===== src/rtl/axi4_lite_wr.sv =====
// ---------------------------------------------------------------------------
// axi4_lite_wr
//
// Single-beat AXI4-Lite write master. A user request (address, data, byte
// strobes) accepted on a valid/ready handshake is issued on the AW and W
// channels. The B response is then collected and returned to the user as a
// one-cycle wr_done pulse with wr_resp.
//
// Handshake rule for every valid/ready pair in this block: a transfer
// happens on the rising edge where valid && ready are both high. A valid
// output, once raised, stays high with stable payload until that edge.
//
// Ports
//   clk, rst         : clock; synchronous active-high reset
//   wr_addr/data/strb: user request payload, sampled on accept
//   wr_valid/ready   : user request handshake (ready only in SM_IDLE)
//   wr_done          : one-cycle pulse when the B response arrives
//   wr_resp          : BRESP of the last completed write (held)
//   wr_timeout       : sticky stall flag, cleared on the next accept
//   s_axi_aw*        : AXI4-Lite write address channel
//   s_axi_w*         : AXI4-Lite write data channel
//   s_axi_b*         : AXI4-Lite write response channel
//   dbg_state        : current one-hot FSM state
// ---------------------------------------------------------------------------
module axi4_lite_wr #(
  parameter int TIMEOUT = 0
) (
  input  logic        clk,
  input  logic        rst,
  input  logic [31:0] wr_addr,
  input  logic [31:0] wr_data,
  input  logic [3:0]  wr_strb,
  input  logic        wr_valid,
  output logic        wr_ready,
  output logic        wr_done,
  output logic [1:0]  wr_resp,
  output logic        wr_timeout,
  output logic [31:0] s_axi_awaddr,
  output logic        s_axi_awvalid,
  input  logic        s_axi_awready,
  output logic [31:0] s_axi_wdata,
  output logic [3:0]  s_axi_wstrb,
  output logic        s_axi_wvalid,
  input  logic        s_axi_wready,
  input  logic [1:0]  s_axi_bresp,
  input  logic        s_axi_bvalid,
  output logic        s_axi_bready,
  output logic [2:0]  dbg_state
);

  typedef enum logic [2:0] {
    SM_IDLE         = 3'b001,
    SM_WR_ADDR_DATA = 3'b010,
    SM_WT_RESP      = 3'b100
  } state_e;

  localparam int CW = (TIMEOUT > 0) ? $clog2(TIMEOUT + 1) : 1;
  localparam logic [CW-1:0] CNT_MAX = CW'(TIMEOUT);

  state_e        state_q,   state_d;
  logic [31:0]   awaddr_q,  awaddr_d;
  logic [31:0]   wdata_q,   wdata_d;
  logic [3:0]    wstrb_q,   wstrb_d;
  logic          awvalid_q, awvalid_d;
  logic          wvalid_q,  wvalid_d;
  logic          bready_q,  bready_d;
  logic          aw_done_q, aw_done_d;
  logic          w_done_q,  w_done_d;
  logic          wr_done_q, wr_done_d;
  logic [1:0]    wr_resp_q, wr_resp_d;
  logic          timeout_q, timeout_d;
  logic [CW-1:0] cnt_q,     cnt_d;

  logic aw_hs;
  logic w_hs;
  logic b_hs;

  always_comb begin
    state_d   = state_q;
    awaddr_d  = awaddr_q;
    wdata_d   = wdata_q;
    wstrb_d   = wstrb_q;
    awvalid_d = awvalid_q;
    wvalid_d  = wvalid_q;
    bready_d  = bready_q;
    aw_done_d = aw_done_q;
    w_done_d  = w_done_q;
    wr_done_d = 1'b0;
    wr_resp_d = wr_resp_q;
    timeout_d = timeout_q;
    cnt_d     = cnt_q;

    aw_hs = awvalid_q && s_axi_awready;
    w_hs  = wvalid_q  && s_axi_wready;
    b_hs  = bready_q  && s_axi_bvalid;

    unique case (state_q)
      SM_IDLE: begin
        if (wr_valid) begin
          awaddr_d  = wr_addr;
          wdata_d   = wr_data;
          wstrb_d   = wr_strb;
          awvalid_d = 1'b1;
          wvalid_d  = 1'b1;
          aw_done_d = 1'b0;
          w_done_d  = 1'b0;
          timeout_d = 1'b0;
          cnt_d     = '0;
          state_d   = SM_WR_ADDR_DATA;
        end
      end
      SM_WR_ADDR_DATA: begin
        // AW and W complete independently; the _d flags already include a
        // handshake happening on this edge, so the same-cycle case moves on.
        if (aw_hs) begin
          awvalid_d = 1'b0;
          aw_done_d = 1'b1;
        end
        if (w_hs) begin
          wvalid_d = 1'b0;
          w_done_d = 1'b1;
        end
        if (aw_done_d && w_done_d) begin
          bready_d = 1'b1;
          state_d  = SM_WT_RESP;
        end
      end
      SM_WT_RESP: begin
        if (b_hs) begin
          wr_resp_d = s_axi_bresp;
          wr_done_d = 1'b1;
          bready_d  = 1'b0;
          state_d   = SM_IDLE;
        end
      end
      default: begin
        state_d = SM_IDLE;
      end
    endcase

    // Stall counter: restarts on any channel handshake, saturates at
    // TIMEOUT. The flag only reports; the AXI transaction is never aborted.
    if (TIMEOUT > 0 && state_q != SM_IDLE) begin
      if (aw_hs || w_hs || b_hs) begin
        cnt_d = '0;
      end else if (cnt_q != CNT_MAX) begin
        cnt_d = cnt_q + 1'b1;
      end
      if (cnt_d == CNT_MAX) begin
        timeout_d = 1'b1;
      end
    end
  end

  always_ff @(posedge clk) begin
    if (rst) begin
      state_q   <= SM_IDLE;
      awaddr_q  <= '0;
      wdata_q   <= '0;
      wstrb_q   <= '0;
      awvalid_q <= 1'b0;
      wvalid_q  <= 1'b0;
      bready_q  <= 1'b0;
      aw_done_q <= 1'b0;
      w_done_q  <= 1'b0;
      wr_done_q <= 1'b0;
      wr_resp_q <= '0;
      timeout_q <= 1'b0;
      cnt_q     <= '0;
    end else begin
      state_q   <= state_d;
      awaddr_q  <= awaddr_d;
      wdata_q   <= wdata_d;
      wstrb_q   <= wstrb_d;
      awvalid_q <= awvalid_d;
      wvalid_q  <= wvalid_d;
      bready_q  <= bready_d;
      aw_done_q <= aw_done_d;
      w_done_q  <= w_done_d;
      wr_done_q <= wr_done_d;
      wr_resp_q <= wr_resp_d;
      timeout_q <= timeout_d;
      cnt_q     <= cnt_d;
    end
  end

  assign wr_ready      = (state_q == SM_IDLE);
  assign wr_done       = wr_done_q;
  assign wr_resp       = wr_resp_q;
  assign wr_timeout    = timeout_q;
  assign s_axi_awaddr  = awaddr_q;
  assign s_axi_awvalid = awvalid_q;
  assign s_axi_wdata   = wdata_q;
  assign s_axi_wstrb   = wstrb_q;
  assign s_axi_wvalid  = wvalid_q;
  assign s_axi_bready  = bready_q;
  assign dbg_state     = state_q;

endmodule


===== config.mk =====
export PLATFORM = sky130hd
export DESIGN_NAME = axi4_lite_wr
export DESIGN_NICKNAME = d
export VERILOG_FILES = /design/src/rtl/axi4_lite_wr.sv
export SDC_FILE = /design/constraint.sdc
export NUM_CORES = 1
export LEC_CHECK = 0
export ABC_AREA = 1
export CAP_MARGIN = 15
export CORE_UTILIZATION = 42
export CTS_CLUSTER_DIAMETER = 40
export DETAILED_ROUTE_END_ITERATION = 10
export GPL_TIMING_DRIVEN = 0
export PLACE_DENSITY = 0.82
export RECOVER_POWER = 25
export SLEW_MARGIN = 20
export SYNTH_ARGS = -nofsm -noshare
export SYNTH_HDL_FRONTEND = slang
export SYNTH_SLANG_ARGS = --single-unit

===== constraint.sdc =====
create_clock -name clk -period 1.8 [get_ports clk]
set_input_delay 0.36 -clock clk [delete_from_list [all_inputs] [get_ports clk]]
set_output_delay 0.36 -clock clk [all_outputs]
set_load 0.01 [all_outputs]

==> metrics.yaml, run 1 <==
global_routing:
  grt_pass1_vias: 2992
  grt_pass1_wl_mm: 13.8
  grt_max_degree: 15
  grt_overflow: 0
  antenna_found_initial: 0
  grt_use_total_pct: 24.1
cells_and_area:
  syn2layout_area_growth_pct: 63.3
  final_cells: 615
  layout_commonest_cell: "clkdlybuf4s50_1"
  final_cell_mix: "clkdlybuf4s50_1 (150), nand2_1 (92), dfxtp_1 (79)"
  diodes: 0
  nets: 608
  drive_gt1_share_pct: 6.92
cts:
  htreeDepth: 3
  clock_latency_ns: 0.34
  cts_tree: "done"
  cts_hold_buf: 0
  cts_buffers: 9
  clk_pin_slew_ns: 0.08
  cts_sinks: 79
  clk_path_buf_depth: 2
  cts-root-buf: "clkbuf_8"
place:
  port_buffers: 151
  place.gp.congestion: 0.786
  hpwl_mm: 6.29
  place_inst: 601
die:
  io_pins: 155
  die_h_um: 85.3
  start_util_pct: 43.2
  rows: 30
  chipWidth_um: 85.3
  die_area_um2: 7280
  core_area_um2: 6760
status:
  outcome: "finished clean"
power_and_ir_drop:
  switching_share_pct: 25.0
  pwr-share-clk_pct: 35.0
  powerDensity_nw_per_um2: 927
  ir_worst_vdd_uv: 499
  power_mw: 4.41
  internal_power_mw: 3.31
  p_sw_mw: 1.10
  combPwrFrac_pct: 20.9
  p_leak_nw: 1.77
  seqPwrFrac_pct: 44.0
timing:
  finalSetupViolations: 0
  fin_crit_ns: 1.72
  tns_ns: 0
  rsz0062_at_grt: "no"
  max_clock_freq_ghz: 0.581
  maxSlewHeadroom_pct: 66.0
  hold_viol_final: 0
  finalCritPeriodShare_pct: 95.6
  worst_slew_pin_slew_ns: 0.509
  finClkSkew_ns: 0.00972
  slew_violations: 0
route:
  wire_per_inst_um: 13.9
  vias_per_cell: 5.08
  wl_mm: 8.58
  drc_errors: 0
  drt_iter0_drc: 95
  ant_nets: 0
  dr.pass1.iters: 4
  dr_total_vias: 3122
worst_setup_path:
  critPathKind: "register to primary output"
  path_delay_family: "buffers and inverters"
  worstPathMaxFanout: 6
  critPathCaptureType: "primary output"
  path_cells: "clkdlybuf4s50_1"
  crit_buf_inv: 1
  required_ns: 1.44
  setup.worst_path.start_class: "register"
  r2r_slack_ns: 0.13
  cp.arrival_ns: 1.36
  critPathSlowestCell: "clkdlybuf4s50_1"
  cpPeakStageDelay_ns: 0.59
synthesis:
  yosysTopAreaCell: "dfxtp_1"
  ys_seq_area_share_pct: 54.2
  syn_area_um2: 2920
  netlist.area_leader.share_pct: 54.2
  avgSynthCellArea_um2: 7.88
  synth_fp_nets: 446
  syn_inst: 370
  synth.area.top_cells: "dfxtp_1 (54%), a21oi_1 (13%), nand3_1 (13%), nand2_1 (12%), buf_2 (2.9%)"
  ys_seq_elements: 79
  synthDistinctLibCells: 17
  ys_warn_count: 0
min_path:
  hold_class: "register to register"
flow_run:
  max_cap_violations: 0
[routing by layer]
metal | track usage (%) | routed length (um) | vias up
met2 | 41.3 | 4090 | 131
li1 | - | - | 1555
met1 | 27.2 | 3490 | 1418
met4 | 10.2 | 189 | 0
met3 | 8.75 | 806 | 18
met5 | 0 | 0 | -
[worst min-delay path, cell delays in order (launching register included)]
cell and delay, ns:
dfxtp_1 0.31, nand2_1 0.06, a21oi_1 0.05
[cell families after synthesis]
group	after synthesis	synth area share, %
flops	79	54.2
buf+inv	41	6.78
simple gates	171	25.4
other cells	1	0.129
compound gates	78	13.5
[worst paths after layout]
check	to	start	cells after the start
setup / recovery	dbg_state[0]	dbg_state[0]	1
hold / removal	s_axi_wstrb[0]	s_axi_wstrb[0]	2
setup reg to reg	s_axi_wdata[16]	dbg_state[1]	8
hold reg to reg	s_axi_wstrb[0]	s_axi_wstrb[0]	2
[synthesized netlist by cell type]
cell,instances
nor2_2,1
nor2_1,2
conb_1,1
clkbuf_1,12
inv_2,1
nor3_1,1
o21ai_0,1
buf_2,17
buf_6,2
buf_4,2
inv_1,7
dfxtp_1,79
a21oi_1,76
nand3b_1,1
nand2_1,93
o211ai_1,1
nand3_1,73
[per-stage QoR]
step | util, % | setup WS [ns] | hold slack (ns) | cell area, um^2
final | 70.5 | 0.0793 | 0.464 | 4760
after global routing | 70.5 | 0.0148 | 0.487 | 4760
after CTS | 70.6 | 0.0657 | 0.465 | 4770
after detailed placement | 67.0 | -0.0984 | 0.454 | 4530
after global placement | 67.0 | -0.0744 | 0.449 | 4530
after floorplan | - | 0.586 | 0.440 | 2920
[registers in the layout (all words and copies together), names as in the netlist]
name and cells:
aw_done_q 1, dbg_state 3, s_axi_awaddr 32, s_axi_awvalid 1, s_axi_bready 1, s_axi_wdata 32
s_axi_wstrb 4, s_axi_wvalid 1, w_done_q 1, wr_done 1, wr_resp 2
[what timing repair did]
action                                  CTS  global route
gates resized for setup                   3             0
endpoints found under the setup margin    1             0
setup buffers                             1             0
[area by class of cell]
type                       count  area (um^2)
multi-input combinational    250         1140
timing repair buffer         152         1520
buffer                        32          163
sequential                    79         1580
clock buffer                  10          138
fill                         558         1990
inverter                       8         32.5
clock inverter                 4         95.1
tap                           80          100
[power groups by stage]
stage | sequential [mW] | combinational (mW) | clock (mW)
after floorplan | 2.03 | 0.356 | 0
after global placement | 1.97 | 0.911 | 0
after detailed placement | 1.98 | 0.925 | 0
after CTS | 1.94 | 0.933 | 1.57
after global routing | 1.96 | 1.01 | 1.65
final | 1.94 | 0.924 | 1.55
Power figures use the tool's default switching activity.
==> inputs of run 2 (changes only) <==
Settings changed: CORE_MARGIN from default to 5.
Clock period 1.8 ns to 2.14 ns, I/O delays scaled along.
==> run 2 against run 1 <==
  * Critical path depth is 3 higher
  * Flip-flop and latch count stayed put
  * Sequential share of layout area is 0.13 points higher
  * Die area is 20% higher
  * Clock power is 26% lower
  * Clock-buffer cell count is 2 higher
  * Global-route usage is 4.2 points lower
  * Combinational power is 16% lower
  * Via count is 0.61% lower
==> metrics.yaml, run 2 (synthesis results as in run 1) <==
route:
  drc_errors: 0  # unchanged
  ant_nets: 0  # unchanged
  drt_iter0_drc: 90  # -5.3%
  wire_per_inst_um: 14.3  # +2.2%
  wl_mm: 9.03  # +5.2%
  dr_total_vias: 3103  # -0.61%
  vias_per_cell: 4.90  # -3.4%
  dr.pass1.iters: 4  # unchanged
global_routing:
  grt_use_total_pct: 19.9  # -4.2 points
  grt_max_degree: 15  # unchanged
  grt_pass1_vias: 2979  # -0.43%
  grt_pass1_wl_mm: 13.8  # unchanged
  grt_overflow: 0  # unchanged
  antenna_found_initial: 0  # unchanged
die:
  core_area_um2: 6790  # +0.56%
  die_h_um: 93.3  # +9.4%
  io_pins: 155  # unchanged
  rows: 30  # unchanged
  chipWidth_um: 93.3  # +9.4%
  die_area_um2: 8710  # +20%
  start_util_pct: 42.9  # -0.24 points
power_and_ir_drop:
  seqPwrFrac_pct: 46.0  # +2.0 points
  ir_worst_vdd_uv: 465  # -6.9%
  powerDensity_nw_per_um2: 747  # -19%
  p_leak_nw: 1.73  # -2.3%
  pwr-share-clk_pct: 32.1  # -2.9 points
  internal_power_mw: 2.59  # -22%
  combPwrFrac_pct: 21.9  # +1.0 points
  p_sw_mw: 0.955  # -14%
  switching_share_pct: 26.9  # +1.9 points
cts:
  cts-root-buf: "clkbuf_8"
  cts_buffers: 9  # unchanged
  clk_path_buf_depth: 2  # unchanged
  clock_latency_ns: 0.34  # about the same
  htreeDepth: 3  # unchanged
  cts_sinks: 79  # unchanged
  cts_tree: "done"
  clk_pin_slew_ns: 0.08  # about the same
worst_setup_path:
  critPathCaptureType: "primary output"
  setup.worst_path.start_class: "register"
  cp.arrival_ns: 1.57  # +0.21 ns
  critPathKind: "register to primary output"
  required_ns: 1.71  # +0.27 ns
  worstPathMaxFanout: 5  # -1
timing:
  rsz0062_at_grt: "no"
  hold_ws_ns: 0.465  # +0.000929 ns
  hold_viol_final: 0  # unchanged
  finClkSkew_ns: 0.0103  # +0.000579 ns
  maxSlewHeadroom_pct: 64.4  # -1.6 points
  worst_slew_pin_slew_ns: 0.534  # +0.0245 ns
  max_clock_freq_ghz: 0.501
  finalSetupViolations: 0  # unchanged
  setup_ws_ns: 0.145  # +0.0661 ns
  finalCritPeriodShare_pct: 93.2
  slew_violations: 0  # unchanged
  tns_ns: 0  # unchanged
  fin_crit_ns: 1.99
cells_and_area:
  diodes: 0  # unchanged
  final_cell_mix: "clkdlybuf4s50_1 (151), nand2_1 (93), dfxtp_1 (79)"
  layout_commonest_cell: "clkdlybuf4s50_1"
  syn2layout_area_growth_pct: 62.6
  drive_gt1_share_pct: 5.59  # -1.3 points
  nFillCells: 563  # +0.90%
  nets: 608  # unchanged
place:
  hpwl_mm: 6.73  # +7.1%
  place.gp.congestion: 0.835  # +6.1%
  port_buffers: 151  # unchanged
  pre_cts_slack_ns: 0.163  # +0.262 ns
status:
  outcome: "finished clean"
flow_run:
  max_cap_violations: 0  # unchanged
min_path:
  hold_class: "register to register"
## run 2: layer usage
layer | track usage, % | up-vias | wire [um]
li1 | - | 1555 | -
met2 | 33.6 | 123 | 4230
met3 | 6.28 | 12 | 892
met5 | 0 | - | 0
met4 | 6.59 | 0 | 103
met1 | 23.8 | 1413 | 3800
## run 2: critical path: stages, from the launching register on
cell and delay, ns:
dfxtp_1 0.36, nor2_2 0.13, nand2_1 0.12, inv_4 0.09, clkdlybuf4s50_1 0.53
## run 2: area by class of cell
class                   count  area, um^2  area share [%]
well taps                  96         120            2.53
clock buffers              12         155            3.27
flip-flops and latches     79        1580            33.3
multi-input cells         250        1140            24.0
repair buffers            152        1520            32.0
inverters                   8        32.5           0.686
plain buffers              32         144            3.03
clock inverters             4        53.8            1.13
## run 2: power groups by stage
stage               clock network, mW  registers (mW)  logic (mW)
detailed placement                  0            1.66       0.785
floorplan                           0            1.71       0.299
global route                     1.24            1.65       0.843
finish                           1.14            1.63       0.775
CTS                              1.16            1.63       0.793
global placement                    0            1.66       0.772
## run 2: what timing repair did
item | 4_1_cts | 5_1_grt
setup endpoints to repair | 1 | 0
hold buffers | 0 | 0
resized for setup | 1 | 0
hold endpoints to repair | 0 | 0
setup buffers | 1 | 0
## run 2: path summary, 6_finish.rpt
path                            slack (ns)                to        startpoint  cells past startpoint
worst max-delay path                  0.15          wr_ready      dbg_state[1]                      4
worst min-delay path                  0.47  s_axi_awaddr[22]  s_axi_awaddr[22]                      2
worst max register to register        0.31   s_axi_wdata[18]      dbg_state[1]                      8
worst min register to register        0.47  s_axi_awaddr[22]  s_axi_awaddr[22]                      2
## run 2: per-stage QoR
step	cells	cell area [um^2]	total power, mW	util [%]
CTS	633	4760	3.58	70.1
global placement	617	4550	2.43	66.9
global route	633	4740	3.72	69.8
detailed placement	617	4550	2.45	66.9
finish	633	4740	3.54	69.8
floorplan	370	2920	2.01	-
==> inputs of run 3 (changes only) <==
Settings changed: GPL_TIMING_DRIVEN 0 to default, SLEW_MARGIN 20 to 0.
==> run 3 against run 2 <==
  * Routed wire length decreased by 2.1%
  * Global-route usage increased by 0.12 points
  * Sequential share of layout area increased by 0.36 points
  * Critical path type unchanged
==> metrics.yaml, run 3 (synthesis results as in run 1) <==
status:
  outcome: "finished clean"
route:
  ant_nets: 0  # unchanged
  drc_errors: 0  # unchanged
  wire_per_inst_um: 14.5  # +1.8%
  drt_iter0_drc: 163  # +81%
  dr_total_vias: 3004  # -3.2%
  wl_mm: 8.84  # -2.1%
  vias_per_cell: 4.93  # +0.62%
  dr.pass1.iters: 4  # unchanged
timing:
  finClkSkew_ns: 0.00896  # -0.00134 ns
  finalCritPeriodShare_pct: 93.4  # +0.23 points
  finalSetupViolations: 0  # unchanged
  max_clock_freq_ghz: 0.500  # -0.25%
  slew_violations: 0  # unchanged
  hold_ws_ns: 0.463  # -0.00255 ns
  fin_crit_ns: 2.00  # +0.00500 ns
  tns_ns: 0  # unchanged
  rsz0062_at_grt: "no"
  maxSlewHeadroom_pct: 50.0  # -14 points
  hold_viol_final: 0  # unchanged
  worst_slew_pin_slew_ns: 0.749  # +0.215 ns
cells_and_area:
  layout_commonest_cell: "clkdlybuf4s50_1"
  syn2layout_area_growth_pct: 60.9
  nets: 584  # -3.9%
  diodes: 0  # unchanged
  nFillCells: 566  # +0.53%
  drive_gt1_share_pct: 5.07  # -0.52 points
  final_cell_mix: "clkdlybuf4s50_1 (123), nand2_1 (93), dfxtp_1 (79)"
cts:
  cts_buffers: 9  # unchanged
  clk_path_buf_depth: 2  # unchanged
  cts_sinks: 79  # unchanged
  clock_latency_ns: 0.34  # about the same
  ctsResizeCount: 0  # -1
  cts_setup_buffers: 0  # -1
  cts_tree: "done"
  htreeDepth: 3  # unchanged
  cts_hold_buf: 0  # unchanged
  cts-root-buf: "clkbuf_8"
  clk_pin_slew_ns: 0.08  # about the same
die:
  start_util_pct: 42.9  # unchanged
  die_h_um: 93.3  # unchanged
  chipWidth_um: 93.3  # unchanged
  rows: 30  # unchanged
  die_area_um2: 8710  # unchanged
  io_pins: 155  # unchanged
  core_area_um2: 6790  # unchanged
worst_setup_path:
  critPathSlowestCell: "clkdlybuf4s50_1"
  critPathCaptureType: "primary output"
  setup.worst_path.start_class: "register"
  path_cells: "nor2_1, nand2_1, inv_2, clkdlybuf4s50_1"
  r2r_slack_ns: 0.25  # -0.06 ns
  cp.arrival_ns: 1.57  # about the same
  critPathKind: "register to primary output"
  worstPathMaxFanout: 5  # unchanged
  required_ns: 1.71  # about the same
  cpPeakStageDelay_ns: 0.54  # about the same
global_routing:
  grt_pass1_vias: 2846  # -4.5%
  grt_use_met1_pct: 24.1  # +0.28 points
  grt_overflow: 0  # unchanged
  grt_use_total_pct: 20.0  # +0.12 points
  grt_max_degree: 70  # +55
  met2_usage_pct: 32.9  # -0.66 points
  antenna_found_initial: 1  # +1
  grt_pass1_wl_mm: 13.9  # +0.50%
  grt_use_met3_pct: 6.52  # +0.24 points
  busiest_layer: "met2"
place:
  port_buffers: 153  # +1.3%
  hpwl_mm: 6.11  # -9.3%
  place.gp.congestion: 0.749  # -10%
flow_run:
  max_cap_violations: 0  # unchanged
power_and_ir_drop:
  powerDensity_nw_per_um2: 768  # +2.7%
  ir_worst_vdd_uv: 437  # -5.9%
  p_leak_nw: 1.80  # +4.1%
min_path:
  hold_class: "register to register"
[run 3: changes by cell type in the layout (fill, tap and decap cells not counted), moves of 2 or more]
cell             previous run  this run
clkdlybuf4s50_1           151       123
dlygate4sd3_1               0        28
clkbuf_1                   21         0
buf_2                      10         2
buf_12                      0         2
buf_4                       2         4
clkinvlp_4                  2         0
[run 3: where the power goes]
group          leakage (nW)  internal, mW  switching, mW  total [mW]
Clock                 0.117         0.695          0.545        1.24
Sequential            0.647          1.57         0.0536        1.63
Combinational          1.04         0.382          0.353       0.736
Total                  1.80          2.65          0.952        3.60
[run 3: worst max-delay path: cells and delay by family, from the launching register on]
kind / cells / cell delay [ns]
flops: 1 / 0.35
simple gates: 2 / 0.27
buf+inv: 2 / 0.61
[run 3: path summary, 6_finish.rpt]
check,from,depth (start not counted),end
worst min-delay path,s_axi_awaddr[21],2,s_axi_awaddr[21]
worst max register to register,dbg_state[1],5,s_axi_awaddr[9]
worst max-delay path,dbg_state[1],4,wr_ready
worst min register to register,s_axi_awaddr[21],2,s_axi_awaddr[21]
[run 3: layout make-up]
type	count	area, um^2	area share (%)
tap	96	120	2.56
inverter	8	30.0	0.640
clock buffer	10	138	2.93
sequential	79	1580	33.7
timing repair buffer	160	1600	34.0
clock inverter	6	91.3	1.95
multi-input combinational	250	1130	24.2
[run 3: per-stage QoR]
stage                     instances  setup slack, ns  total power, mW  util [%]  area [um^2]
after floorplan                 370            0.858             2.01         -         2920
after global placement          593            0.545             2.40      65.8         4470
after detailed placement        593            0.452             2.42      65.8         4470
after CTS                       609            0.110             3.67      69.2         4700
after global routing            609           0.0270             3.78      69.1         4690
final                           609            0.140             3.60      69.1         4690
[run 3: per-layer routing]
metal	wire [um]	up-vias
li1	-	1508
met1	3590	1358
met2	4190	121
met3	893	15
met4	154	2
met5	13	-
